## src/rtl/sipo_pkg.sv

```systemverilog
// Shared definitions for the serial-in parallel-out frame controller:
// FSM state encoding and bit-counter width helper.
package sipo_pkg;

  typedef enum logic {
    ST_IDLE  = 1'b0,
    ST_SHIFT = 1'b1
  } state_e;

  // Counter must hold 0..width inclusive.
  function automatic int cnt_width(input int width);
    return $clog2(width + 1);
  endfunction

endpackage

```

## src/rtl/sipo_shift_core.sv

```systemverilog
// Left shift register with enable and synchronous clear; serial bit enters bit 0.
// A clear with enable set loads the incoming bit as the first bit of a fresh word.
module sipo_shift_core #(
  parameter int WIDTH = 8
) (
  input  logic             clk,
  input  logic             rst_n,
  input  logic             i_clr,
  input  logic             i_en,
  input  logic             i_bit,
  output logic [WIDTH-1:0] o_q
);

  logic [WIDTH-1:0] r_q;

  // Shift path: clear has priority, then an optional fresh first bit.
  always_ff @(posedge clk or negedge rst_n) begin
    if (!rst_n) begin
      r_q <= '0;
    end else if (i_clr) begin
      r_q <= i_en ? {{(WIDTH-1){1'b0}}, i_bit} : '0;
    end else if (i_en) begin
      r_q <= {r_q[WIDTH-2:0], i_bit};
    end else begin
      r_q <= r_q;
    end
  end

  assign o_q = r_q;

endmodule

```

## src/rtl/sipo_frame_controller.sv

```systemverilog
// Frame controller: counts OUTPUT_WIDTH qualified serial bits per frame and
// commits each word to a holding register offered over valid/ready.
module sipo_frame_controller
  import sipo_pkg::*;
#(
  parameter int OUTPUT_WIDTH = 8,
  parameter int CONTINUOUS   = 0
) (
  input  logic                    clk,
  input  logic                    reset_n,
  input  logic                    frame_start,
  input  logic                    bit_valid,
  input  logic                    serial_in,
  input  logic                    data_ready,
  input  logic                    overflow_clear,
  output logic [OUTPUT_WIDTH-1:0] data,
  output logic                    data_valid,
  output logic                    busy,
  output logic                    frame_abort,
  output logic                    overflow
);

  localparam int CW = cnt_width(OUTPUT_WIDTH);

  logic                    r_rst_meta;
  logic                    r_rst_sync;
  state_e                  r_state;
  logic [CW-1:0]           r_cnt;
  logic                    r_busy;
  logic                    r_abort;
  logic [OUTPUT_WIDTH-1:0] r_data;
  logic                    r_valid;
  logic                    r_ovf;

  logic                    w_rst_n;
  logic                    w_last;
  logic                    w_complete;
  logic                    w_shift_en;
  logic                    w_shift_clr;
  logic                    w_commit;
  logic                    w_drop;
  logic [OUTPUT_WIDTH-1:0] w_shift_q;
  logic [OUTPUT_WIDTH-1:0] w_word;

  // Reset synchroniser: assert immediately, release after two edges.
  always_ff @(posedge clk or negedge reset_n) begin
    if (!reset_n) begin
      r_rst_meta <= 1'b0;
      r_rst_sync <= 1'b0;
    end else begin
      r_rst_meta <= 1'b1;
      r_rst_sync <= r_rst_meta;
    end
  end

  assign w_rst_n     = r_rst_sync;
  assign w_last      = (r_cnt == CW'(OUTPUT_WIDTH - 1));
  assign w_complete  = (r_state == ST_SHIFT) && !frame_start && bit_valid && w_last;
  assign w_shift_en  = bit_valid && (frame_start || (r_state == ST_SHIFT)) && !w_complete;
  assign w_shift_clr = frame_start || w_complete;
  // The completing bit is never stored; the committed word is assembled on the fly.
  assign w_word      = {w_shift_q[OUTPUT_WIDTH-2:0], serial_in};
  assign w_commit    = w_complete && (!r_valid || data_ready);
  assign w_drop      = w_complete && r_valid && !data_ready;

  sipo_shift_core #(
    .WIDTH (OUTPUT_WIDTH)
  ) u_shift (
    .clk   (clk),
    .rst_n (w_rst_n),
    .i_clr (w_shift_clr),
    .i_en  (w_shift_en),
    .i_bit (serial_in),
    .o_q   (w_shift_q)
  );

  // Frame FSM, bit counter, busy and abort pulse.
  always_ff @(posedge clk or negedge w_rst_n) begin
    if (!w_rst_n) begin
      r_state <= ST_IDLE;
      r_cnt   <= '0;
      r_busy  <= 1'b0;
      r_abort <= 1'b0;
    end else begin
      r_abort <= 1'b0;
      case (r_state)
        ST_IDLE: begin
          if (frame_start) begin
            r_state <= ST_SHIFT;
            r_busy  <= 1'b1;
            r_cnt   <= bit_valid ? CW'(1) : '0;
          end
        end
        ST_SHIFT: begin
          if (frame_start) begin
            r_abort <= (r_cnt != '0);
            r_cnt   <= bit_valid ? CW'(1) : '0;
          end else if (bit_valid) begin
            if (w_last) begin
              r_cnt <= '0;
              if (CONTINUOUS == 0) begin
                r_state <= ST_IDLE;
                r_busy  <= 1'b0;
              end
            end else begin
              r_cnt <= r_cnt + CW'(1);
            end
          end
        end
        default: begin
          r_state <= ST_IDLE;
          r_busy  <= 1'b0;
          r_cnt   <= '0;
        end
      endcase
    end
  end

  // Holding register, valid/ready handshake and sticky overflow.
  always_ff @(posedge clk or negedge w_rst_n) begin
    if (!w_rst_n) begin
      r_data  <= '0;
      r_valid <= 1'b0;
      r_ovf   <= 1'b0;
    end else begin
      if (w_commit) begin
        r_data  <= w_word;
        r_valid <= 1'b1;
      end else if (r_valid && data_ready) begin
        r_valid <= 1'b0;
      end
      if (w_drop) begin
        r_ovf <= 1'b1;
      end else if (overflow_clear) begin
        r_ovf <= 1'b0;
      end
    end
  end

  assign data        = r_data;
  assign data_valid  = r_valid;
  assign busy        = r_busy;
  assign frame_abort = r_abort;
  assign overflow    = r_ovf;

endmodule

```

## config.mk

```make
export PLATFORM = sky130hd
export DESIGN_NAME = sipo_frame_controller
export DESIGN_NICKNAME = d
export VERILOG_FILES = /design/src/rtl/sipo_pkg.sv /design/src/rtl/sipo_shift_core.sv /design/src/rtl/sipo_frame_controller.sv
export SDC_FILE = /design/constraint.sdc
export NUM_CORES = 1
export LEC_CHECK = 0
export ABC_AREA = 1
export ABC_CLOCK_PERIOD_IN_PS = 1600
export CAP_MARGIN = 15
export CORE_UTILIZATION = 30
export CTS_BUF_LIST = sky130_fd_sc_hd__clkbuf_2 sky130_fd_sc_hd__clkbuf_4 sky130_fd_sc_hd__clkbuf_8
export CTS_CLUSTER_SIZE = 12
export DETAILED_ROUTE_END_ITERATION = 10
export GPL_TIMING_DRIVEN = 0
export SETUP_SLACK_MARGIN = 0.02
export SYNTH_ARGS = -nofsm -noshare
export SYNTH_HDL_FRONTEND = slang
export SYNTH_SLANG_ARGS = --single-unit
```

## constraint.sdc

```tcl
create_clock -name clk -period 1.6 [get_ports clk]
set_input_delay 0.4 -clock clk [delete_from_list [all_inputs] [get_ports clk]]
set_output_delay 0.4 -clock clk [all_outputs]
set_load 0.01 [all_outputs]
```

==> results.yml <==
outcome:
  status: "completed"
clocking:
  cts_tree: "yes"
  cts-htree-levels: 1
  cts_root_buf: "clkbuf_8"
  clk_pin_slew_ns: 0.08
  worstSkewPairLatency_ns: 0.26
  clock-sinks: 26
  cts_buffers: 3
  clock_path_buffers: 2
  postCtsSetupBuffers: 0
timing:
  worst_slack_ns: 0.0518
  finalHoldViolCount: 0
  max_freq_mhz: 646
  min_period_over_period_pct: 96.8
  finalClockSkew_ns: 0.00204
  relSlewSlack_pct: 35.8
  worstMarginPinSlew_ns: 0.963
  fin_crit_ns: 1.55
  rsz0062_at_grt: "false"
  finalMaxSlewViolations: 0
  hold_slack_ns: 0.285
  finalSetupViolations: 0
placement:
  gp_congestion: 0.747
  io_buffer_count: 18
  dp_slack_ns: -0.531
  hpwlAfterDp_um: 1630
detailed_routing:
  wl_per_cell_um: 10.6
  drt_wl_total_um: 2220
  drc: 0
  drt_iter0_markers: 33
  drtPass1Iterations: 4
  ant_nets: 0
  dr_total_vias: 940
  avgViaCountPerCell: 4.48
grt:
  grt_pass1_wl_um: 3960
  overflow: 0
  grt_pass1_vias: 899
  antenna_found_initial: 0
  track_usage_pct: 11.9
  grt_max_degree: 25
synthesis:
  syn_nets: 151
  ys_types: 18
  synth_area_mm2: 0.00120
  yosysSeqAreaShare_pct: 54.4
  syn-instance-count: 140
  synth_top_area_share_pct: 54.4
  synthFlopType: "dfrtp_1"
  yosysTopAreaCell: "dfrtp_1"
  synth_edf_count: 0
  synth_warnings: 0
  synth_commonest_cells: "nand2_1, dfrtp_1, inv_1"
  avgSynthCellArea_um2: 8.54
  ys_ff_latch: 26
  ys_async_sr_fraction_pct: 100
  synth.most_common_cell: "nand2_1"
  yosys-top-cells-area: "dfrtp_1, nand2_1, nand3_1, inv_1, ha_1"
critical_path:
  cp_max_fo: 2
  cp_slowest_cell: "clkdlybuf4s50_1"
  cp_top_family: "buffers and inverters"
  required_ns: 1.20
  crit_arrival_ns: 1.15
  cpPeakStageDelay_ns: 0.54
  crit_type: "register to output pin"
  critical_path_depth: 1
  crit_path_cell_trace: "clkdlybuf4s50_1"
  rr_startpoint: "r_cnt[1]"
  startpoint: "data[6]"
  crit_buf_inv: 1
  r2r_cells: 6
  cp-start-kind: "register"
  end_kind: "output pin"
die:
  die_area_mm2: 0.00424
  die_width_um: 65.1
  floorplan.rows: 22
  die_h_um: 65.1
  ios: 19
  core_mm2: 0.00374
  start_util_pct: 32.0
power_and_ir_drop:
  power_w: 0.00128
  ir_drop_mv: 0.296
  power_leakage_nw: 0.921
  power.density_mw_per_mm2: 843
final_layout:
  nets: 174
  multi_input_comb_area_um2: 454
  antennaDiodeCount: 0
  drive_gt1_share_pct: 8.02
  seqCellArea_um2: 651
  syn_to_final_growth_pct: 26.7
  fillerInstances: 402
  utilization_pct: 40.5
flow_run:
  cap_violations: 0
worst_hold_path:
  holdCritPathClass: "primary input to asynchronous set/reset pin"
## stage by stage
stage	cells	instance area [um2]	TNS [ns]
final	210	1520	0
after detailed placement	206	1440	-7.58
after floorplan	140	1200	0
after global routing	210	1520	0
after global placement	206	1440	-6.87
after CTS	210	1490	0
## power by group
group          switching, W  internal [W]
sequential        0.0000373      0.000691
combinational     0.0000729     0.0000678
clock              0.000190      0.000219
total              0.000300      0.000978
## registers in the layout, indices dropped and copies added (netlist names)
| name | count |
|---|---|
| r_rst_sync | 1 |
| u_shift.o_q | 7 |
| frame_abort | 1 |
| overflow | 1 |
| data | 8 |
| r_cnt | 4 |
| data_valid | 1 |
| r_state | 1 |
| busy | 1 |
| r_rst_meta | 1 |
## path summary, 6_finish.rpt
kind,end,slack (ns)
max,data[6],0.05
min,r_rst_sync,0.28
max reg2reg,overflow,0.27
min reg2reg,r_rst_sync,0.36
max in group asynchronous,data[1],0.61
min in group clk,r_rst_sync,0.36
## per-layer routing
layer,track usage (%),wire [um],part of all wire [%],up-vias
met5,0,0,0,-
met1,14.8,1020,46,433
met4,4.08,27,1.2,0
met3,1.91,112,5.0,2
li1,-,-,-,480
met2,20.8,1060,48,25
## layout make-up
cell class	instances	area share (%)
sequential	26	42.9
multi-input combinational	91	30.0
timing repair buffer	18	13.3
inverter	21	5.20
tap	48	3.96
clock buffer	4	3.63
buffer	2	0.991
## kinds of logic after synthesis
group	Yosys count	share of synthesized area, %
simple gates	74	27.4
flops	26	54.4
buf+inv	23	7.84
compound gates	12	5.86
fa+ha+maj	4	4.18
other cells	1	0.314
## layout by cell type, fill, tap and decap left out
cell type / Yosys / layout
clkdlybuf4s50_1: 0 / 8
nand3_4: 1 / 1
buf_4: 2 / 2
dlymetal6s2s_1: 0 / 9
clkinv_1: 1 / 1
inv_1: 20 / 18
nor2_1: 8 / 8
nand2_2: 1 / 2
o211ai_1: 2 / 2
nand4_1: 1 / 1
nand2_1: 43 / 42
o21ai_0: 7 / 7
dfrtp_1: 26 / 26
nor2_4: 1 / 1
o21ai_2: 1 / 1
a31oi_1: 1 / 1
conb_1: 1 / 1
dlygate4sd2_1: 0 / 1
ha_1: 4 / 4
nand3_1: 19 / 19
clkbuf_8: 0 / 4
a21oi_1: 1 / 1
inv_2: 0 / 2
## what timing repair did
action	CTS	global route
pin swaps	0	0
resized for setup	4	9
endpoints found under the setup margin	17	9
hold buffers	0	0
Note: power is estimated with default switching activity, not from simulation.
